## src/rtl/goldschmidt_seq_pkg.sv

```systemverilog
// Shared encodings and step-control payload for the Goldschmidt divide/sqrt sequencer.
package goldschmidt_seq_pkg;

  localparam int unsigned CNT_W = 4;

  localparam logic [1:0] OP_DIV  = 2'b00;
  localparam logic [1:0] OP_SQRT = 2'b01;

  localparam logic [CNT_W-1:0] DIV_LAST  = 4'd11;
  localparam logic [CNT_W-1:0] SQRT_LAST = 4'd15;

  // Operand mux select codes shared by sA and sB
  localparam logic [1:0] SEL_PASS     = 2'b00;
  localparam logic [1:0] SEL_ITER     = 2'b01;
  localparam logic [1:0] SEL_MODE     = 2'b10;
  localparam logic [1:0] SEL_MODE_ODD = 2'b11;

  typedef enum logic [1:0] {
    IDLE = 2'd0,
    RUN  = 2'd1,
    WB   = 2'd2
  } state_t;

  typedef struct packed {
    logic [1:0] sa;
    logic [1:0] sb;
    logic       sq_sel;
    logic       en_n;
    logic       en_d;
    logic       en_k;
    logic       en_qd;
  } step_ctrl_t;

  function automatic logic is_div(input logic [1:0] op);
    return op == OP_DIV;
  endfunction

  function automatic logic [CNT_W-1:0] last_step(input logic [1:0] op);
    return is_div(op) ? DIV_LAST : SQRT_LAST;
  endfunction

endpackage

```

## src/rtl/goldschmidt_seq_if.sv

```systemverilog
// Request/result handshake bundle between a client and the sequencer.
interface goldschmidt_seq_if #(
  parameter int unsigned SIZE = 30
);
  logic            start;
  logic [1:0]      op_in;
  logic            ready;
  logic            busy;
  logic [SIZE-1:0] res_data;
  logic            res_sign;
  logic            res_valid;
  logic            res_ready;

  modport master (
    output start, op_in, res_ready,
    input  ready, busy, res_data, res_sign, res_valid
  );

  modport slave (
    input  start, op_in, res_ready,
    output ready, busy, res_data, res_sign, res_valid
  );
endinterface

```

## src/rtl/goldschmidt_seq_step_decode.sv

```systemverilog
// Combinational map from (op, step count) to datapath selects and register enables.
module gs_step_decode
  import goldschmidt_seq_pkg::*;
(
  input  logic [1:0]       op,
  input  logic [CNT_W-1:0] cnt,
  input  logic             running,
  output step_ctrl_t       ctrl
);

  logic       rem;
  logic       mode;
  logic       stage;
  logic [1:0] phase;

  always_comb begin
    ctrl  = '0;
    rem   = 1'b0;
    mode  = 1'b0;
    stage = 1'b0;
    phase = 2'(cnt % 4'd3);
    if (running) begin
      if (is_div(op)) begin
        rem        = (cnt == DIV_LAST);
        mode       = (cnt >= 4'd2) && (cnt <= 4'd10);
        stage      = cnt[0];
        ctrl.sa    = {rem, mode};
        ctrl.sb    = {mode, stage};
        ctrl.en_n  = ~stage;
        ctrl.en_d  = stage;
        ctrl.en_k  = stage;
        ctrl.en_qd = rem;
      end else begin
        // Enables cycle N, K, D+K; the three-step iteration proper starts at cnt 3
        ctrl.en_n = (phase == 2'd0);
        ctrl.en_k = (phase != 2'd0);
        ctrl.en_d = (phase == 2'd2);
        if (cnt == 4'd1) begin
          ctrl.sq_sel = 1'b1;
        end else if (cnt == 4'd2) begin
          ctrl.sa = SEL_ITER;
        end else if (cnt >= 4'd3) begin
          ctrl.sa = SEL_ITER;
          case (phase)
            2'd0:    ctrl.sb = SEL_MODE;
            2'd1:    ctrl.sq_sel = 1'b1;
            default: ctrl.sb = SEL_MODE_ODD;
          endcase
        end
      end
    end
  end

endmodule

```

## src/rtl/goldschmidt_seq.sv

```systemverilog
// Goldschmidt divide/square-root sequencer: steps the datapath and buffers one result.
module goldschmidt_seq
  import goldschmidt_seq_pkg::*;
#(
  parameter  int unsigned LEADS = 2,
  parameter  int unsigned WIDTH = 28,
  localparam int unsigned SIZE  = LEADS + WIDTH
) (
  input  logic            clk,
  input  logic            reset,
  goldschmidt_seq_if.slave bus,
  output logic [1:0]      op,
  output logic [1:0]      sA,
  output logic [1:0]      sB,
  output logic            sq_sel,
  output logic            enableN,
  output logic            enableD,
  output logic            enableK,
  output logic            enableQD,
  input  logic [SIZE-1:0] result_in,
  input  logic            r_sign_in
);

  state_t           state, state_nxt;
  logic [CNT_W-1:0] cnt, cnt_nxt;
  logic             tail, tail_nxt;
  logic [1:0]       op_nxt;
  logic             busy_q, busy_nxt;
  logic [SIZE-1:0]  res_data_q, res_data_nxt;
  logic             res_sign_q, res_sign_nxt;
  logic             res_valid_q, res_valid_nxt;
  logic             ready_c;
  step_ctrl_t       step_c, step_q;

  assign ready_c       = (state == IDLE) && (!res_valid_q || bus.res_ready);
  assign bus.ready     = ready_c;
  assign bus.busy      = busy_q;
  assign bus.res_data  = res_data_q;
  assign bus.res_sign  = res_sign_q;
  assign bus.res_valid = res_valid_q;

  assign sA       = step_q.sa;
  assign sB       = step_q.sb;
  assign sq_sel   = step_q.sq_sel;
  assign enableN  = step_q.en_n;
  assign enableD  = step_q.en_d;
  assign enableK  = step_q.en_k;
  assign enableQD = step_q.en_qd;

  // Controls are registered, so RUN keeps one tail cycle to let the last step land
  gs_step_decode u_decode (
    .op      (op),
    .cnt     (cnt),
    .running ((state == RUN) && !tail),
    .ctrl    (step_c)
  );

  always_comb begin
    state_nxt     = state;
    cnt_nxt       = cnt;
    tail_nxt      = tail;
    op_nxt        = op;
    busy_nxt      = busy_q;
    res_data_nxt  = res_data_q;
    res_sign_nxt  = res_sign_q;
    res_valid_nxt = res_valid_q && !bus.res_ready;
    case (state)
      IDLE: begin
        if (bus.start && ready_c) begin
          state_nxt = RUN;
          cnt_nxt   = '0;
          tail_nxt  = 1'b0;
          op_nxt    = bus.op_in;
          busy_nxt  = 1'b1;
        end
      end
      RUN: begin
        if (tail) begin
          state_nxt = WB;
          tail_nxt  = 1'b0;
        end else if (cnt == last_step(op)) begin
          tail_nxt = 1'b1;
        end else begin
          cnt_nxt = cnt + 4'd1;
        end
      end
      WB: begin
        state_nxt     = IDLE;
        busy_nxt      = 1'b0;
        res_data_nxt  = result_in;
        res_sign_nxt  = is_div(op) ? r_sign_in : 1'b0;
        res_valid_nxt = 1'b1;
      end
      default: state_nxt = IDLE;
    endcase
  end

  always_ff @(posedge clk) begin
    if (reset) begin
      state       <= IDLE;
      cnt         <= '0;
      tail        <= 1'b0;
      op          <= OP_DIV;
      busy_q      <= 1'b0;
      res_data_q  <= '0;
      res_sign_q  <= 1'b0;
      res_valid_q <= 1'b0;
      step_q      <= '0;
    end else begin
      state       <= state_nxt;
      cnt         <= cnt_nxt;
      tail        <= tail_nxt;
      op          <= op_nxt;
      busy_q      <= busy_nxt;
      res_data_q  <= res_data_nxt;
      res_sign_q  <= res_sign_nxt;
      res_valid_q <= res_valid_nxt;
      step_q      <= step_c;
    end
  end

endmodule

```

## src/flat_wrapper.sv

```systemverilog
// flat-port wrapper written by rule: the top's interface ports become plain ports
module goldschmidt_seq_flat import goldschmidt_seq_pkg::*;
#(
  parameter  int unsigned LEADS = 2,
  parameter  int unsigned WIDTH = 28,
  localparam int unsigned SIZE  = LEADS + WIDTH
)
  (clk, reset, op, sA, sB, sq_sel, enableN, enableD, enableK, enableQD, result_in, r_sign_in, bus_start, bus_op_in, bus_res_ready, bus_ready, bus_busy, bus_res_data, bus_res_sign, bus_res_valid);
  goldschmidt_seq_if #(.SIZE((30))) bus_i ();
  input  logic clk;
  input  logic reset;
  output logic [1:0] op;
  output logic [1:0] sA;
  output logic [1:0] sB;
  output logic sq_sel;
  output logic enableN;
  output logic enableD;
  output logic enableK;
  output logic enableQD;
  input  logic [SIZE-1:0] result_in;
  input  logic r_sign_in;
  input wire logic [$bits(bus_i.start)-1:0] bus_start;
  input wire logic [$bits(bus_i.op_in)-1:0] bus_op_in;
  input wire logic [$bits(bus_i.res_ready)-1:0] bus_res_ready;
  output wire logic [$bits(bus_i.ready)-1:0] bus_ready;
  output wire logic [$bits(bus_i.busy)-1:0] bus_busy;
  output wire logic [$bits(bus_i.res_data)-1:0] bus_res_data;
  output wire logic [$bits(bus_i.res_sign)-1:0] bus_res_sign;
  output wire logic [$bits(bus_i.res_valid)-1:0] bus_res_valid;
  assign bus_i.start = bus_start;
  assign bus_i.op_in = bus_op_in;
  assign bus_i.res_ready = bus_res_ready;
  assign bus_ready = bus_i.ready;
  assign bus_busy = bus_i.busy;
  assign bus_res_data = bus_i.res_data;
  assign bus_res_sign = bus_i.res_sign;
  assign bus_res_valid = bus_i.res_valid;
  goldschmidt_seq #(.LEADS(LEADS), .WIDTH(WIDTH)) u_core (.clk(clk), .reset(reset), .bus(bus_i), .op(op), .sA(sA), .sB(sB), .sq_sel(sq_sel), .enableN(enableN), .enableD(enableD), .enableK(enableK), .enableQD(enableQD), .result_in(result_in), .r_sign_in(r_sign_in));
endmodule
```

## config.mk

```make
export PLATFORM = sky130hd
export DESIGN_NAME = goldschmidt_seq_flat
export DESIGN_NICKNAME = d
export VERILOG_FILES = /design/src/rtl/goldschmidt_seq_pkg.sv /design/src/rtl/goldschmidt_seq_if.sv /design/src/rtl/goldschmidt_seq_step_decode.sv /design/src/rtl/goldschmidt_seq.sv /design/src/flat_wrapper.sv
export SDC_FILE = /design/constraint.sdc
export NUM_CORES = 1
export LEC_CHECK = 0
export ABC_CLOCK_PERIOD_IN_PS = 4900
export BUFFER_PORTS_ARGS = -buffer_cell sky130_fd_sc_hd__buf_4
export CAP_MARGIN = 40
export CORE_AREA = 2 2 68 70
export DETAILED_ROUTE_END_ITERATION = 16
export DIE_AREA = 0 0 70 72
export PLACE_DENSITY = 0.81
export SYNTH_ARGS = -nofsm -noshare
export SYNTH_HDL_FRONTEND = slang
export SYNTH_SLANG_ARGS = --single-unit
```

## constraint.sdc

```tcl
create_clock -name clk -period 4.9 [get_ports clk]
set_input_delay 0.98 -clock clk [delete_from_list [all_inputs] [get_ports clk]]
set_output_delay 0.98 -clock clk [all_outputs]
set_load 0.02 [all_outputs]
```

== Word level (Yosys, flattened, before mapping) ==
Cells that the tools add are included.
Storage, ports and cells
  flip-flop bits (word level): 51
  bits in latches: 0
  bits in writable memories: 0
  bits in read-only memories: 0
  bits of input ports: 37
  output and inout bits: 45
  word-level logic and storage cells: 83
  memories: 0
Operators by class
  add/sub/neg operators: 1
  $mul: 0
  div/mod/pow operators: 1
  order comparisons: 3
  eq/ne operators: 12
  shift operators: 0
  muxes and demuxes: 25
  bitwise gates (word level): 3
  reduce and logical (&&, ||, !) cells: 23
Operator list (count)
  4-bit 2-to-1 mux: 5
  3-bit 2-to-1 mux: 4
  1-bit 2-to-1 mux: 9
  4-bit by 2-bit >= comparator with 1-bit output (second input constant): 2
  2-bit case mux with 2 select lines: 2
  4-bit case mux with 2 select lines: 1
  2-bit AND reduction: 4
  2-bit zero test: 3
  2-bit != test (second input constant): 3
  2-bit nonzero test: 3
  3-bit OR reduction: 2
  1-bit logical AND: 5
  4-bit by 1-bit adder with 4-bit output (second input constant): 1
  2-bit by 1-bit == test with 1-bit output (second input constant): 2
  2-bit == test (second input constant): 2
  4-bit by 1-bit == test with 1-bit output (second input constant): 1
  4-bit by 2-bit == test with 1-bit output (second input constant): 1
  4-bit == test: 1
  4-bit == test (second input constant): 1
  4-bit less-or-equal comparator (second input constant): 1
  4-bit by 2-bit remainder unit with 4-bit output (second input constant): 1
  2-bit 2-to-1 mux: 2
  1-bit case mux with 2 select lines: 2
  4-bit AND reduction: 1
  5 further kinds: 9

== Depth between registers and ports, before layout ==
  depth in word-level cells: 7
  mapped depth: 11
  gate-level depth less buffers: 10

== Hierarchy ==
From an unflattened synthesis, not the netlist that was laid out.
Unflattened totals
  cells, all modules: 281
  area total of the unflattened synthesis: 2269.7 um^2
By module, submodules not included
  goldschmidt_seq: instances 1, cells an instance 216, area each 1823.0 um^2
  gs_step_decode: instances 1, cells an instance 65, area each 446.7 um^2

== Worst setup path after synthesis ==
No wires, ideal clock.
  path kind: input -> output
  start point: in bus_res_ready
  end point: out bus_ready
  arrival time: 1.331 ns
  data required time: 3.920 ns
  setup slack: 2.589 ns
  cell stages on the path: 2
  path buffers: 0
  path through: nand2b_1 -> and2_1
Between the ends
  word-level cells in the longest chain between the ends: 2
Ends and longest elaborated chain
  start: declaration: RTL line flat_wrapper.sv:24  | input wire logic [$bits(bus_i.res_ready)-1:0] bus_res_ready;
  1-bit logical OR: RTL line goldschmidt_seq.sv:35  | assign ready_c = (state == IDLE) && (!res_valid_q || bus.res_ready);
  1-bit logical AND: RTL line goldschmidt_seq.sv:35
  end: declaration: RTL line flat_wrapper.sv:25  | output wire logic [$bits(bus_i.ready)-1:0] bus_ready;
Every way passes these cells.

== Worst setup path after layout ==
  start point: reg u_core.cnt[2]
  end point: reg u_core.step_q, in the netlist u_core.enableN
Between the ends
  word-level cells in the longest chain between the ends: 3
Ends and longest elaborated chain
  start: declaration: RTL line goldschmidt_seq.sv:25  | logic [CNT_W-1:0] cnt, cnt_nxt;
  start signal: assignment: RTL line goldschmidt_seq.sv:111  | cnt <= cnt_nxt;
  4-bit by 2-bit remainder unit with 4-bit output: RTL line goldschmidt_seq_step_decode.sv:21  | phase = 2'(cnt % 4'd3);
  2-bit zero test: RTL line goldschmidt_seq_step_decode.sv:35  | ctrl.en_n = (phase == 2'd0);
  3-bit 2-to-1 mux: RTL line goldschmidt_seq_step_decode.sv:23  | if (is_div(op)) begin
  end signal: assignment: RTL line goldschmidt_seq.sv:118  | step_q <= step_c;
  end: declaration: RTL line goldschmidt_seq.sv:33  | step_ctrl_t step_c, step_q;
Every way passes these cells.
A chain may end at the register's enable or synchronous reset.

==> results by group <==
Floorplan
  • Core Box Area: between 4000 and 5000 um^2
  • Die width: approximately 70 um
  • I/O pin total: 82
  • Effective utilization at floorplan: 50.0%
  • DIE AREA: between 5000 and 6000 um^2
  • Die height: about 72 um
  • FP Rows: 24

Drt
  • Total number of vias: a little under 2000
  • Starting DRT DRC Count: about 160
  • TritonRoute pass-1 iters: 4
  • Final WL: 4.90 mm
  • Post-route ant nets: 0
  • WL/cell: 12.7 um
  • DRC: 0
  • Via density: around 5.1

Setup path
  • Worst Setup SP: u_core.cnt[2]
  • Required time of the critical path: 5.15 ns
  • R2r worst-path depth: 9
  • Worst Path Max Fanout: 11
  • Crit path capture type: register
  • R2R setup slack: ~2.1 ns
  • RR Startpoint: u_core.cnt[2]
  • Startpoint Class: register
  • Reg2reg end: u_core.enableN
  • WP data arrival: around 3.0 ns
  • Crit Path Category: register to register

STA
  • RSZ-0062 raised after global routing: no
  • Period utilization: between 50% and 60%
  • Count of pins over their slew limit: 0
  • Worst slew pin tran: 0.440 ns
  • Max Fclk: roughly 0.36 GHz
  • Crit path time final: around 2.8 ns
  • Layout Skew: between 0.005 and 0.006 ns
  • Final hold vios: 0
  • Setup TNS: 0 ns
  • Final setup viols: 0
  • Worst slew margin: a little over two thirds

Synth
  • Avg Inst Size Synth: between 8 and 9 um^2
  • Syn Nets: approximately 300
  • Number of synthesized register bits: 50
  • FFs w/ async S/R, synth: 0%
  • Count of different cell masters after synthesis: between 40 and 50
  • Synth top cells by count: nand2_1 (71), dfxtp_1 (50), a21oi_1 (42)
  • Ranking of synthesized cells by area: dfxtp_1 (47%), nand2_1 (13%), a21oi_1 (9.9%), ha_1 (3.5%), clkbuf_1 (1.8%)
  • Top cell type by total area after synthesis: dfxtp_1
  • Syn. warnings: 0
  • Most common cell in the netlist: nand2_1
  • Sequential area share after synthesis: 46.9%
  • Number of flops mapped to enable cells by yosys: 0
  • Gate count after technology mapping: approximately 260
  • Top cell type's share of synthesized area: about 47%
  • Mapped cell area: about 2100 um^2
  • Synth Flop Type: dfxtp_1

Job
  • Max-cap violations: 0

Clock network
  • Clk slew on worst S/H paths: 0.09 ns
  • Total CTS buffers: 5
  • Post-CTS setup buffer count: 0
  • Post_cts resized: 0
  • Later-pin clock latency in the skew report: ~0.30 ns
  • TritonCTS clock tree: built
  • CTS root buf: clkbuf_8
  • CTS max path bufs: 2
  • Clk sink count: 50
  • H-tree depth: 2
  • CTS Hold Bufs: 0

Worst hold path
  • Hold Crit Class: register to register
  • Hold_sp: u_core.bus.res_data[28]
  • Hold path endpoint: u_core.bus.res_data[28]
  • Hold path cells: 2

Power
  • Leak pwr: approximately 0.0012 uW
  • Psw: 176 uW
  • Power Density: 260 nW/um^2
  • Net Sw Frac: 23.9%
  • Combinational share of power: a little under a tenth
  • Reg power frac: 56.5%
  • Peak VDD IR: approximately 0.19 mV
  • Internal Power: 561 uW
  • Clock power frac: around a third

Finish
  • Area Overhead vs Synth: 33.0%
  • Fin nets: 375
  • Fraction of layout cells with a size suffix above 1: 30.9%
  • Ant. Diodes: 0
  • Share of the core filled with cells: between 60% and 70%
  • Layout Cells excl Fill: just under 400

Place
  • PortBufs: just over 80
  • GP Congestion: 0.797
  • Placed insts: ~380
  • DP Wirelength: between 3 and 4 mm

Global routing
  • Number of global-route vias before repair: 1911
  • Initial antenna violation count: 0
  • Global-route wire length before repair: 8.28 mm
  • Overflow after GRT: 0
  • Pin count of the biggest net entering global routing: 44
  • GRT Util Overall: 19.9%

Outcome
  • Outcome: finished clean
## how the worst max path moves through the flow
stage                                 to  slack (ns)  cells past startpoint
after floorplan                bus_ready        2.59                      2
after global placement    u_core.enableN        2.28                      9
after detailed placement  u_core.enableN        2.16                      9
after CTS                 u_core.enableN        2.15                      9
after global routing      u_core.enableN        1.90                      9
final                     u_core.enableN        2.15                      9
## registers in the layout, summed over array words and instances (netlist names)
register	cells
u_core.cnt	4
u_core.bus.res_sign	1
u_core.sq_sel	1
u_core.op	2
u_core.bus.busy	1
u_core.enableK	1
u_core.sA	2
u_core.tail	1
u_core.enableN	1
u_core.bus.res_valid	1
u_core.state	2
u_core.bus.res_data	30
u_core.enableD	1
u_core.sB	2
## power groups by stage
stage                     combinational (uW)  clock [uW]  sequential, uW
after floorplan                         30.4           0             428
after global placement                  66.2           0             426
after detailed placement                66.8           0             426
after CTS                               66.9         260             416
after global routing                    73.7         275             417
final                                   67.1         253             416
## logic make-up (layout without fill, tap and decap cells)
family,count (synthesis),in the layout,share of synthesized area [%]
and+or+nand+nor,118,118,26.2
AOI/OAI and AO/OA,60,60,17.3
DFF,50,50,46.9
buffers and inverters,21,96,4.75
adders and majority gates,6,6,3.52
xor gates and xnor gates,2,2,0.822
muxes,1,1,0.470
## final cells by class
cell class | instances | area (um^2)
fillers | 375 | 1430
clock buffers | 7 | 86.3
flip-flops and latches | 50 | 1000
inverters | 5 | 18.8
clock inverters | 1 | 8.76
multi-input cells | 187 | 1030
well taps | 52 | 65.1
repair buffers | 83 | 623
## placed cells by master (no fill, tap or decap), types with 3 or more instances in the layout
| cell | n |
|---|---|
| buf_4 | 83 |
| nand2_1 | 71 |
| dfxtp_1 | 50 |
| a21oi_1 | 42 |
| nor2_1 | 10 |
| nand3_1 | 7 |
| ha_1 | 6 |
| clkbuf_8 | 6 |
| inv_1 | 5 |
| nor3_1 | 5 |
| nand2b_1 | 4 |
| o21ai_0 | 3 |
## worst max-delay path: stages (launching register included)
cell      delay, ns
dfxtp_1        0.55
nor2b_2        0.29
ha_1           0.17
inv_1          0.04
ha_1           0.25
nor2b_1        0.18
a221oi_4       0.31
ha_1           0.34
nor4_1         0.39
o21ba_1        0.18
## through the flow
step | power (uW) | hold WS, ns | instance area (um^2) | setup WS (ns)
floorplan | 458 | 0.484 | 2130 | 2.59
global placement | 492 | 0.439 | 2740 | 2.28
detailed placement | 493 | 0.448 | 2740 | 2.16
CTS | 743 | 0.461 | 2840 | 2.15
global route | 766 | 0.480 | 2840 | 1.90
finish | 737 | 0.459 | 2840 | 2.15
## routing by layer
metal	vias up	GRT usage [%]	part of all wire [%]
li1	1010	-	-
met1	904	24.8	43
met2	61	33.1	48
met3	5	7.36	8.2
met4	0	4.49	0.94
met5	-	0	0
Power figures use the tool's default switching activity.
